### src/rtl/sseg_sched_pkg.sv
// Shared types, constants and the round-robin pick helper for the page scheduler.
package sseg_sched_pkg;

    typedef enum logic [1:0] {
        IDLE,
        SHOW,
        GAP
    } state_t;

    // Active-low decimal points: all off.
    localparam logic [3:0] DP_OFF = 4'hF;

    // Upper bound on requesters; page index is always 3 bits wide.
    localparam int unsigned MAX_SRC = 8;
    localparam int unsigned IDX_W   = 3;

    // Round-robin search starting at (last+1) mod n, wrapping; first set req wins.
    // Returns last when nothing requests (caller qualifies with an 'any' flag).
    function automatic logic [IDX_W-1:0] rr_pick(
        input logic [MAX_SRC-1:0] req,
        input logic [IDX_W-1:0]   last,
        input int unsigned        n
    );
        logic [IDX_W-1:0] pick;
        logic [IDX_W:0]   sum;
        pick = last;
        // Walk from the farthest candidate back to the nearest so the nearest wins.
        for (int unsigned k = MAX_SRC; k > 0; k--) begin
            if (k <= n) begin
                sum = {1'b0, last} + (IDX_W+1)'(k);
                // last < n and k <= n, so one subtraction is enough to wrap.
                if (sum >= (IDX_W+1)'(n)) begin
                    sum = sum - (IDX_W+1)'(n);
                end
                if (req[IDX_W'(sum)]) begin
                    pick = IDX_W'(sum);
                end
            end
        end
        return pick;
    endfunction

endpackage

### src/rtl/rr_arbiter.sv
// Combinational round-robin arbiter: one-hot grant, binary index and any-request flag.
module rr_arbiter
    import sseg_sched_pkg::*;
#(
    parameter int unsigned N = 4
) (
    input  logic [N-1:0]     req,
    input  logic [IDX_W-1:0] last,
    output logic [N-1:0]     grant,
    output logic [IDX_W-1:0] idx,
    output logic             any
);

    logic [MAX_SRC-1:0] req_ext;

    // Widen the request vector to the helper's fixed width and pick the winner.
    always_comb begin
        req_ext        = '0;
        req_ext[N-1:0] = req;
        any            = |req;
        idx            = rr_pick(req_ext, last, N);
        grant          = any ? (N'(1) << idx) : '0;
    end

endmodule

### src/rtl/sseg_page_scheduler.sv
// Round-robin pager sharing a 4-digit seven-segment display between several requesters.
// Each granted page is shown for DWELL_CYCLES, followed by BLANK_CYCLES of blank display.
module sseg_page_scheduler
    import sseg_sched_pkg::*;
#(
    parameter int unsigned NUM_SRC      = 4,
    parameter int unsigned DWELL_CYCLES = 100_000_000,
    parameter int unsigned BLANK_CYCLES = 10_000_000
) (
    input  logic                   clk,
    input  logic                   rst_n,
    input  logic [NUM_SRC-1:0]     req,
    input  logic [NUM_SRC*16-1:0]  src_hex,
    input  logic [NUM_SRC*4-1:0]   src_dp,
    input  logic                   next,
    input  logic                   pin,
    output logic [3:0]             hex0,
    output logic [3:0]             hex1,
    output logic [3:0]             hex2,
    output logic [3:0]             hex3,
    output logic [3:0]             dp_out,
    output logic                   disp_en,
    output logic [NUM_SRC-1:0]     grant,
    output logic [2:0]             page
);

    localparam int unsigned TMAX = (DWELL_CYCLES > BLANK_CYCLES) ? DWELL_CYCLES : BLANK_CYCLES;
    localparam int unsigned TW   = $clog2(TMAX + 1);

    // Timer holds "cycles remaining after this one", so a load of N-1 gives N cycles.
    localparam logic [TW-1:0] DWELL_LOAD = TW'(DWELL_CYCLES - 1);
    localparam logic [TW-1:0] BLANK_LOAD = TW'(BLANK_CYCLES - 1);

    state_t               state_q, state_d;
    logic [TW-1:0]        timer_q, timer_d;
    logic [IDX_W-1:0]     page_q, page_d;
    logic [NUM_SRC-1:0]   grant_q, grant_d;
    logic                 started_q, started_d;
    logic [15:0]          hex_q, hex_d;
    logic [3:0]           dp_q, dp_d;

    logic [IDX_W-1:0]     arb_last;
    logic [NUM_SRC-1:0]   arb_grant;
    logic [IDX_W-1:0]     arb_idx;
    logic                 arb_any;
    logic                 owner_req;
    logic                 show_leave;

    // Before the first grant the search starts at source 0, so pretend the last
    // owner was the highest index; afterwards it follows the real page.
    assign arb_last = started_q ? page_q : IDX_W'(NUM_SRC - 1);

    rr_arbiter #(
        .N (NUM_SRC)
    ) u_arb (
        .req   (req),
        .last  (arb_last),
        .grant (arb_grant),
        .idx   (arb_idx),
        .any   (arb_any)
    );

    // grant_q is only non-zero in SHOW, so this is the current owner's request.
    assign owner_req  = |(req & grant_q);
    // Owner release overrides pin; pin only blocks the dwell expiry.
    assign show_leave = ((timer_q == '0) && !pin) || next || !owner_req;

    // State register with page, grant and dwell/blank timer.
    always_ff @(posedge clk or negedge rst_n) begin
        if (!rst_n) begin
            state_q   <= IDLE;
            timer_q   <= '0;
            page_q    <= '0;
            grant_q   <= '0;
            started_q <= 1'b0;
        end else begin
            state_q   <= state_d;
            timer_q   <= timer_d;
            page_q    <= page_d;
            grant_q   <= grant_d;
            started_q <= started_d;
        end
    end

    // Next-state logic: arbitration, dwell countdown and blank gap.
    always_comb begin
        state_d   = state_q;
        timer_d   = timer_q;
        page_d    = page_q;
        grant_d   = grant_q;
        started_d = started_q;
        unique case (state_q)
            IDLE: begin
                grant_d = '0;
                if (arb_any) begin
                    state_d   = SHOW;
                    page_d    = arb_idx;
                    grant_d   = arb_grant;
                    started_d = 1'b1;
                    timer_d   = DWELL_LOAD;
                end
            end
            SHOW: begin
                if (show_leave) begin
                    state_d = GAP;
                    grant_d = '0;
                    timer_d = BLANK_LOAD;
                end else if (!pin && (timer_q != '0)) begin
                    timer_d = timer_q - 1'b1;
                end
            end
            GAP: begin
                grant_d = '0;
                if (timer_q == '0) begin
                    if (arb_any) begin
                        state_d = SHOW;
                        page_d  = arb_idx;
                        grant_d = arb_grant;
                        timer_d = DWELL_LOAD;
                    end else begin
                        state_d = IDLE;
                    end
                end else begin
                    timer_d = timer_q - 1'b1;
                end
            end
            default: begin
                state_d = IDLE;
                grant_d = '0;
                timer_d = '0;
            end
        endcase
    end

    // Data path select: follow the owner live while showing, else hold digits and blank dp.
    always_comb begin
        hex_d = hex_q;
        dp_d  = DP_OFF;
        if (state_d == SHOW) begin
            hex_d = 16'(src_hex >> {page_d, 4'b0000});
            dp_d  = 4'(src_dp >> {page_d, 2'b00});
        end
    end

    // Output register bank for digits and decimal points.
    always_ff @(posedge clk or negedge rst_n) begin
        if (!rst_n) begin
            hex_q <= '0;
            dp_q  <= DP_OFF;
        end else begin
            hex_q <= hex_d;
            dp_q  <= dp_d;
        end
    end

    // Output decode: everything derives from registered state so it moves with it.
    always_comb begin
        disp_en = (state_q == SHOW);
        grant   = grant_q;
        page    = page_q;
        hex0    = hex_q[3:0];
        hex1    = hex_q[7:4];
        hex2    = hex_q[11:8];
        hex3    = hex_q[15:12];
        dp_out  = dp_q;
    end

endmodule

### config.mk
export PLATFORM = sky130hd
export DESIGN_NAME = sseg_page_scheduler
export DESIGN_NICKNAME = d
export VERILOG_FILES = /design/src/rtl/sseg_sched_pkg.sv /design/src/rtl/rr_arbiter.sv /design/src/rtl/sseg_page_scheduler.sv
export SDC_FILE = /design/constraint.sdc
export NUM_CORES = 1
export LEC_CHECK = 0
export CAP_MARGIN = 10
export CORE_MARGIN = 3
export CORE_UTILIZATION = 52
export DETAILED_ROUTE_END_ITERATION = 16
export PLACE_DENSITY_LB_ADDON = 0.2
export SYNTH_ARGS = -nofsm -noshare
export SYNTH_HDL_FRONTEND = slang
export SYNTH_HIERARCHICAL = 1
export SYNTH_SLANG_ARGS = --single-unit
### constraint.sdc
create_clock -name clk -period 6.4 [get_ports clk]
set_input_delay 0.64 -clock clk [delete_from_list [all_inputs] [get_ports clk]]
set_output_delay 0.64 -clock clk [all_outputs]
set_load 0.02 [all_outputs]
After elaboration in Yosys (flattened, before gate mapping):

Index checks and enable logic that the tools add are counted.

* register bits: 57
* input port bits: 88

* $add $sub $neg: 9
* magnitude comparators: 8
* eq/ne operators: 5
* shift-type cells: 3
* muxes and demuxes: 35
* bitwise gates (word level): 1
* reductions and logical operators: 12

Operator list (number)
* two-way mux 27 bit: 4
* one-hot mux 27 bit (3 select lines): 1
* >> shifter 64 x 7 -> 16 bit: 1
* two-way mux 3 bit: 11
* logical NOT 27 bit: 1
* nonzero test 27 bit: 1
* subtractor 27 x 1 -> 27 bit, second input constant: 1
* greater-or-equal comparator 4 x 3 -> 1 bit, second input constant: 4
* < comparator 3 x 4 -> 1 bit, second input constant: 4
* two-way mux 4 bit: 4
* >> shifter 16 x 5 -> 4 bit: 1
* binary-select mux 1 bit (select 3 bit): 4
* one-hot mux 4 bit (3 select lines): 1
* subtractor 3 bit, second input constant: 4
* adder 3 x 2 -> 4 bit, second input constant: 2
* OR reduction 4 bit: 2
* two-way mux 2 bit: 3
* one-hot mux 2 bit (3 select lines): 1
* one-hot mux 3 bit (2 select lines): 1
* two-way mux 1 bit: 5
* adder 3 x 1 -> 4 bit, second input constant: 1
* adder 3 x 3 -> 4 bit, second input constant: 1
* AND 4 bit: 1
* == test 2 x 1 -> 1 bit, second input constant: 2
* other kinds (9): 12

Longest topological paths before layout:

* depth after elaboration: 15
* mapped depth: 19
* depth with buffers taken out: 13

Cells and area by module:

The synthesis kept the hierarchy.

By module, submodules not included
* sseg_page_scheduler: times used 1, cells each 532, area each 4598.2 µm², seq. area each 1431.4 µm²
* rr_arbiter: times used 1, cells each 54, area each 470.5 µm², seq. area each 0.0 µm²

Worst setup path before layout:

Ideal clock, no wire load.

* path type: register to register
* from: reg page_q[0], in the netlist page[0]
* to: reg hex_q[0]
* data arrival time: 4726 ps
* required time: 6274 ps
* setup slack: 1548 ps
* cell stages (with the launch flop): 20
* clock period less this slack: 4852 ps
* cells stage by stage: dfrtp_1 > clkbuf_1 > buf_1 > nand2b_1 > buf_4 > inv_1 > ha_1 > clkdlybuf4s15_2 > mux4_2 > o21ai_2 > a21oi_1 > o21a_1 > nor2_1 > clkbuf_1 > clkbuf_1 > mux2i_1 > o22ai_1 > a221o_1 > a221oi_1 > nor2_1

* longest elaborated chain between the ends: 14

RTL lines
* start: declaration: line sseg_page_scheduler.sv:36 `logic [IDX_W-1:0] page_q, page_d;`
* start signal: assignment: line sseg_page_scheduler.sv:79 `page_q <= page_d;`
* two-way mux 3 bit (*): line sseg_page_scheduler.sv:51 `assign arb_last = started_q ? page_q : IDX_W'(NUM_SRC - 1);`
* named net arb_last[0]: line sseg_page_scheduler.sv:42 `logic [IDX_W-1:0] arb_last;`
* adder 3 x 3 -> 4 bit: line sseg_sched_pkg.sv:30 `sum = {1'b0, last} + (IDX_W+1)'(k);`
* greater-or-equal comparator 4 x 3 -> 1 bit or subtractor 3 bit (tied branches): line sseg_sched_pkg.sv:32, sseg_sched_pkg.sv:33
* two-way mux 3 bit: line sseg_sched_pkg.sv:32 `if (sum >= (IDX_W+1)'(n)) begin`
* binary-select mux 1 bit (select 3 bit): line sseg_sched_pkg.sv:35 `if (req[IDX_W'(sum)]) begin`
* two-way mux 1 bit (implied by the code): line sseg_sched_pkg.sv:35
* two-way mux 3 bit (3 in a row): line sseg_sched_pkg.sv:35
* two-way mux 3 bit (*): line sseg_sched_pkg.sv:35
* named net arb_idx[0]: line sseg_page_scheduler.sv:44 `logic [IDX_W-1:0] arb_idx;`
* two-way mux 3 bit (*): line sseg_page_scheduler.sv:95, sseg_page_scheduler.sv:115
* two-way mux 3 bit: line sseg_page_scheduler.sv:114 `if (timer_q == '0) begin`
* one-hot mux 3 bit (2 select lines) (*): line sseg_page_scheduler.sv:92 `unique case (state_q)`
* >> shifter 64 x 7 -> 16 bit (*): line sseg_page_scheduler.sv:140 `hex_d = 16'(src_hex >> {page_d, 4'b0000});`
* end signal: assignment: line sseg_page_scheduler.sv:148 `hex_q <= '0;`
* end signal: assignment: line sseg_page_scheduler.sv:151 `hex_q <= hex_d;`
* end: declaration: line sseg_page_scheduler.sv:39 `logic [15:0] hex_q, hex_d;`

Mark *: on every way through the listed nets, which the timed path passes. The rest lies on a longest branch. The select of a mux whose other input is x is not followed.
A chain may end at the register's enable or synchronous reset.

Worst setup path in the final report:

* from: reg started_q
* to: reg hex_q[3]

* longest elaborated chain between the ends: 14

RTL lines
* start: declaration: line sseg_page_scheduler.sv:38 `logic started_q, started_d;`
* start signal: assignment: line sseg_page_scheduler.sv:81 `started_q <= started_d;`
* two-way mux 3 bit (*): line sseg_page_scheduler.sv:51
* named net arb_last[0]: line sseg_page_scheduler.sv:42
* adder 3 x 3 -> 4 bit: line sseg_sched_pkg.sv:30
* greater-or-equal comparator 4 x 3 -> 1 bit or subtractor 3 bit (tied branches): line sseg_sched_pkg.sv:32, sseg_sched_pkg.sv:33
* two-way mux 3 bit: line sseg_sched_pkg.sv:32
* binary-select mux 1 bit (select 3 bit): line sseg_sched_pkg.sv:35
* two-way mux 1 bit (implied by the code): line sseg_sched_pkg.sv:35
* two-way mux 3 bit (3 in a row): line sseg_sched_pkg.sv:35
* two-way mux 3 bit (*): line sseg_sched_pkg.sv:35
* named net arb_idx[0]: line sseg_page_scheduler.sv:44
* two-way mux 3 bit (*): line sseg_page_scheduler.sv:95, sseg_page_scheduler.sv:115
* two-way mux 3 bit: line sseg_page_scheduler.sv:114
* one-hot mux 3 bit (2 select lines) (*): line sseg_page_scheduler.sv:92
* >> shifter 64 x 7 -> 16 bit (*): line sseg_page_scheduler.sv:140

Marks and branches as above.

==> out/results.txt <==
Status - finished, final reports clean
Crit path DAT - 4.50 ns
Clk sink count - 57
Clock slew at reported path FFs - 0.06 ns
Crit path largest cell delay - 0.46 ns
DRT iter0 DRCs - 356
EDFF count, synth - 0
Die span in y - 105 µm
Post-layout min period - 4.28 ns
Yosys warns - 6
Slew Limit Fails - 0
Max_slew headroom - 40.7%
DP Wirelength - 11.0 mm
Gate Count Post-Synth - 586
Area of the core - 0.00937 mm²
Pin count of the biggest net entering global routing - 58
Crit Path Class - flip-flop to flip-flop
Vias in the first global route - 5160
Global route overflow - 0
Setup Skew - 0.0148 ns
Top-area cell type share of the netlist area - 26.2%
Gr usage total - 27.7%
RR Endpoint - hex_q[3]
Initial antenna violation count - 0
Most frequent cell after synthesis - mux2i_1
Area of the die - 0.0110 mm²
CTS resizes - 0
Most frequent cell on the critical path - buf_4
Worst EP required - 6.61 ns
Post-CTS Setup Bufs - 0
Remaining DRCs - 0
H-tree depth - 3
Clock Latency Late Sink - 0.34 ns
CP Capture Type - flip-flop
Post-route ant nets - 0
Port Buf Inserts - 115
Syn nets - 678
Final period util - 66.9%
Placer congestion estimate - 0.934
Yosys top cell by area - dfrtp_1
Setup-failing EPs final - 0
Crit-path cells - nand2b_1 > inv_1 > ha_1 > mux4_2 > o21ai_2 > a21oi_1 > o21a_1 > nor2_4 > buf_4 > o31ai_4 > buf_4 > a221o_1 > a221oi_1 > nor2_1
Via Count - 5414
Final net count - 766
CP max-delay cell - nand2b_1
Share of cells above drive strength 1 - 9.59%
Post-synth top flop - dfrtp_1
First-pass GRT wire length - 25.4 mm
Slew at the pin closest to its max-slew limit - 0.877 ns
CP Max Fanout - 32
Starting Density - 54.1%
MaxCap Viol Count - 0
Worst Reg2Reg Path Length in Cells - 14
Ant. Diodes - 0
Final WL - 15.6 mm
CTS tree - done
Reg2reg start - started_q
Final Util - 68.8%
Post-synth ARST share - 100%
#FFs+latches synth - 57
Mapped Area - 0.00507 mm²
Yosys cell types - 72
Syn Area/Cell - 8.65 µm²
RSZ-0062 raised after global routing - false
Routed len/inst - 19.4 µm
Area grow syn2layout - 27.3%
Worst reg-to-reg setup slack - 2.12 ns
Largest cells by area after synthesis - dfrtp_1, mux2i_1, a221o_1, nor2_1, o22ai_1
Critical path startpoint category - flip-flop
PwrDens - 548 mW/mm²
Register area share after synthesis - 28.2%
Fin. Hold Viols - 0
Chip Width - 105 µm
FP Rows - 35
Clk buf depth - 2
Fin Setup TNS - 0 ns
Maximum vdd ir drop - 308 µV
Inserted Clock Buffers - 9
First drt pass iteration count - 5
Synth cell count leaders - mux2i_1, nor2_1, dfrtp_1
Root Buffer - clkbuf_8
HP Class - input pin to async pin
Hold buffers post-CTS - 0
Lkg Pwr - 2.56 nW
DR vias/cell - 6.71
Layout fillers - 788
I/O Pins - 116
Fmax - 233 MHz
==> worst max-delay path by stage <==
stage                     startpoint         to  depth (start not counted)
after floorplan              page[0]   hex_q[0]                         19
after global placement     started_q  hex_q[12]                         14
after detailed placement   started_q  dp_out[0]                         11
after CTS                  started_q   hex_q[3]                         14
after global routing       started_q   hex_q[1]                         14
final                      started_q   hex_q[3]                         14
==> cells in the final DEF, fill, tap and decap left out, types with 4 or more instances in the layout <==
cell type        synthesis  routed
a22oi_1                  4       4
clkbuf_8                 0      12
nand2_1                 24      24
dfstp_2                  4       4
a31oi_1                  8       8
o31ai_1                  5       4
inv_1                   10      10
a221o_1                 38      38
and2_1                   4       4
mux2_2                  13      13
nand2b_1                10      10
clkdlybuf4s50_1          0     114
a221oi_1                17      17
a22o_1                  10      10
dfrtp_1                 53      52
mux2i_1                 67      66
nand3_1                  4       4
buf_4                    1      11
a21oi_1                 17      17
nor3_1                  23      23
nor4_1                   6       6
o21ai_0                 39      38
o22ai_1                 36      36
nor2_1                  65      64
or3_1                    7       7
or4_1                    5       5
ha_1                     4       4
==> cell families (layout without fill, tap and decap cells) <==
kind of cell | count (synthesis) | count (layout) | share of synthesized area (%)
buffers and inverters | 60 | 152 | 5.01
AOI/OAI and AO/OA | 206 | 206 | 30.6
xor gates and xnor gates | 1 | 1 | 0.173
adders and majority gates | 4 | 4 | 0.987
and+or+nand+nor | 175 | 175 | 17.7
DFF | 57 | 57 | 28.2
muxes | 83 | 83 | 17.3
==> cell type report <==
| class | instances | area, µm² | share of cell area (%) |
|---|---|---|---|
| Clock buffer | 15 | 176 | 2.73 |
| Inverter | 11 | 41.3 | 0.640 |
| Multi-Input combinational cell | 469 | 3410 | 52.9 |
| Sequential cell | 57 | 1430 | 22.2 |
| Tap cell | 129 | 161 | 2.50 |
| Timing Repair Buffer | 126 | 1230 | 19.0 |
==> worst max-delay path: cells and delay by family, from the launching register on <==
kind / cells / cell delay, ns
AO/OA/AOI/OAI: 6 / 1.14
AND/OR/NAND/NOR: 3 / 0.99
buffers and inverters: 3 / 0.74
adder cells (fa/ha/maj): 1 / 0.46
flip-flops: 1 / 0.40
multiplexers: 1 / 0.40
==> registers in the layout, indices dropped and copies added, names as in the netlist <==
| register | flops |
|---|---|
| timer_q | 27 |
| started_q | 1 |
| dp_out | 4 |
| state_q | 2 |
| hex_q | 16 |
| page | 3 |
| grant | 4 |
==> metal layers <==
layer  global-route usage [%]  up-vias  routed length, µm
li1                         -     2488                  -
met1                     37.0     2621               6440
met2                     45.4      276               7560
met3                     5.31       29               1320
met4                     8.81        0                303
met5                        0        -                  0
==> per-stage QoR <==
stage                     instance area [µm²]  setup WS [ns]  std cells  hold slack (ns)  power, mW
after floorplan                          5070           1.55        586            0.344       2.53
after global placement                   6270           2.29        792            0.498       3.13
after detailed placement                 6270           2.19        792            0.517       3.19
after CTS                                6450           2.16        807            0.473       3.51
after global routing                     6450           1.85        807            0.515       3.78
final                                    6450           2.12        807            0.444       3.54
==> power by group <==
group / total [mW] / leakage [nW] / internal (mW) / switching, mW
registers: 0.707 / 0.666 / 0.531 / 0.176
logic: 2.52 / 1.80 / 1.12 / 1.39
clock network: 0.313 / 0.0898 / 0.171 / 0.142
total: 3.54 / 2.56 / 1.82 / 1.71
No activity file was read; power rests on OpenSTA's default activity.
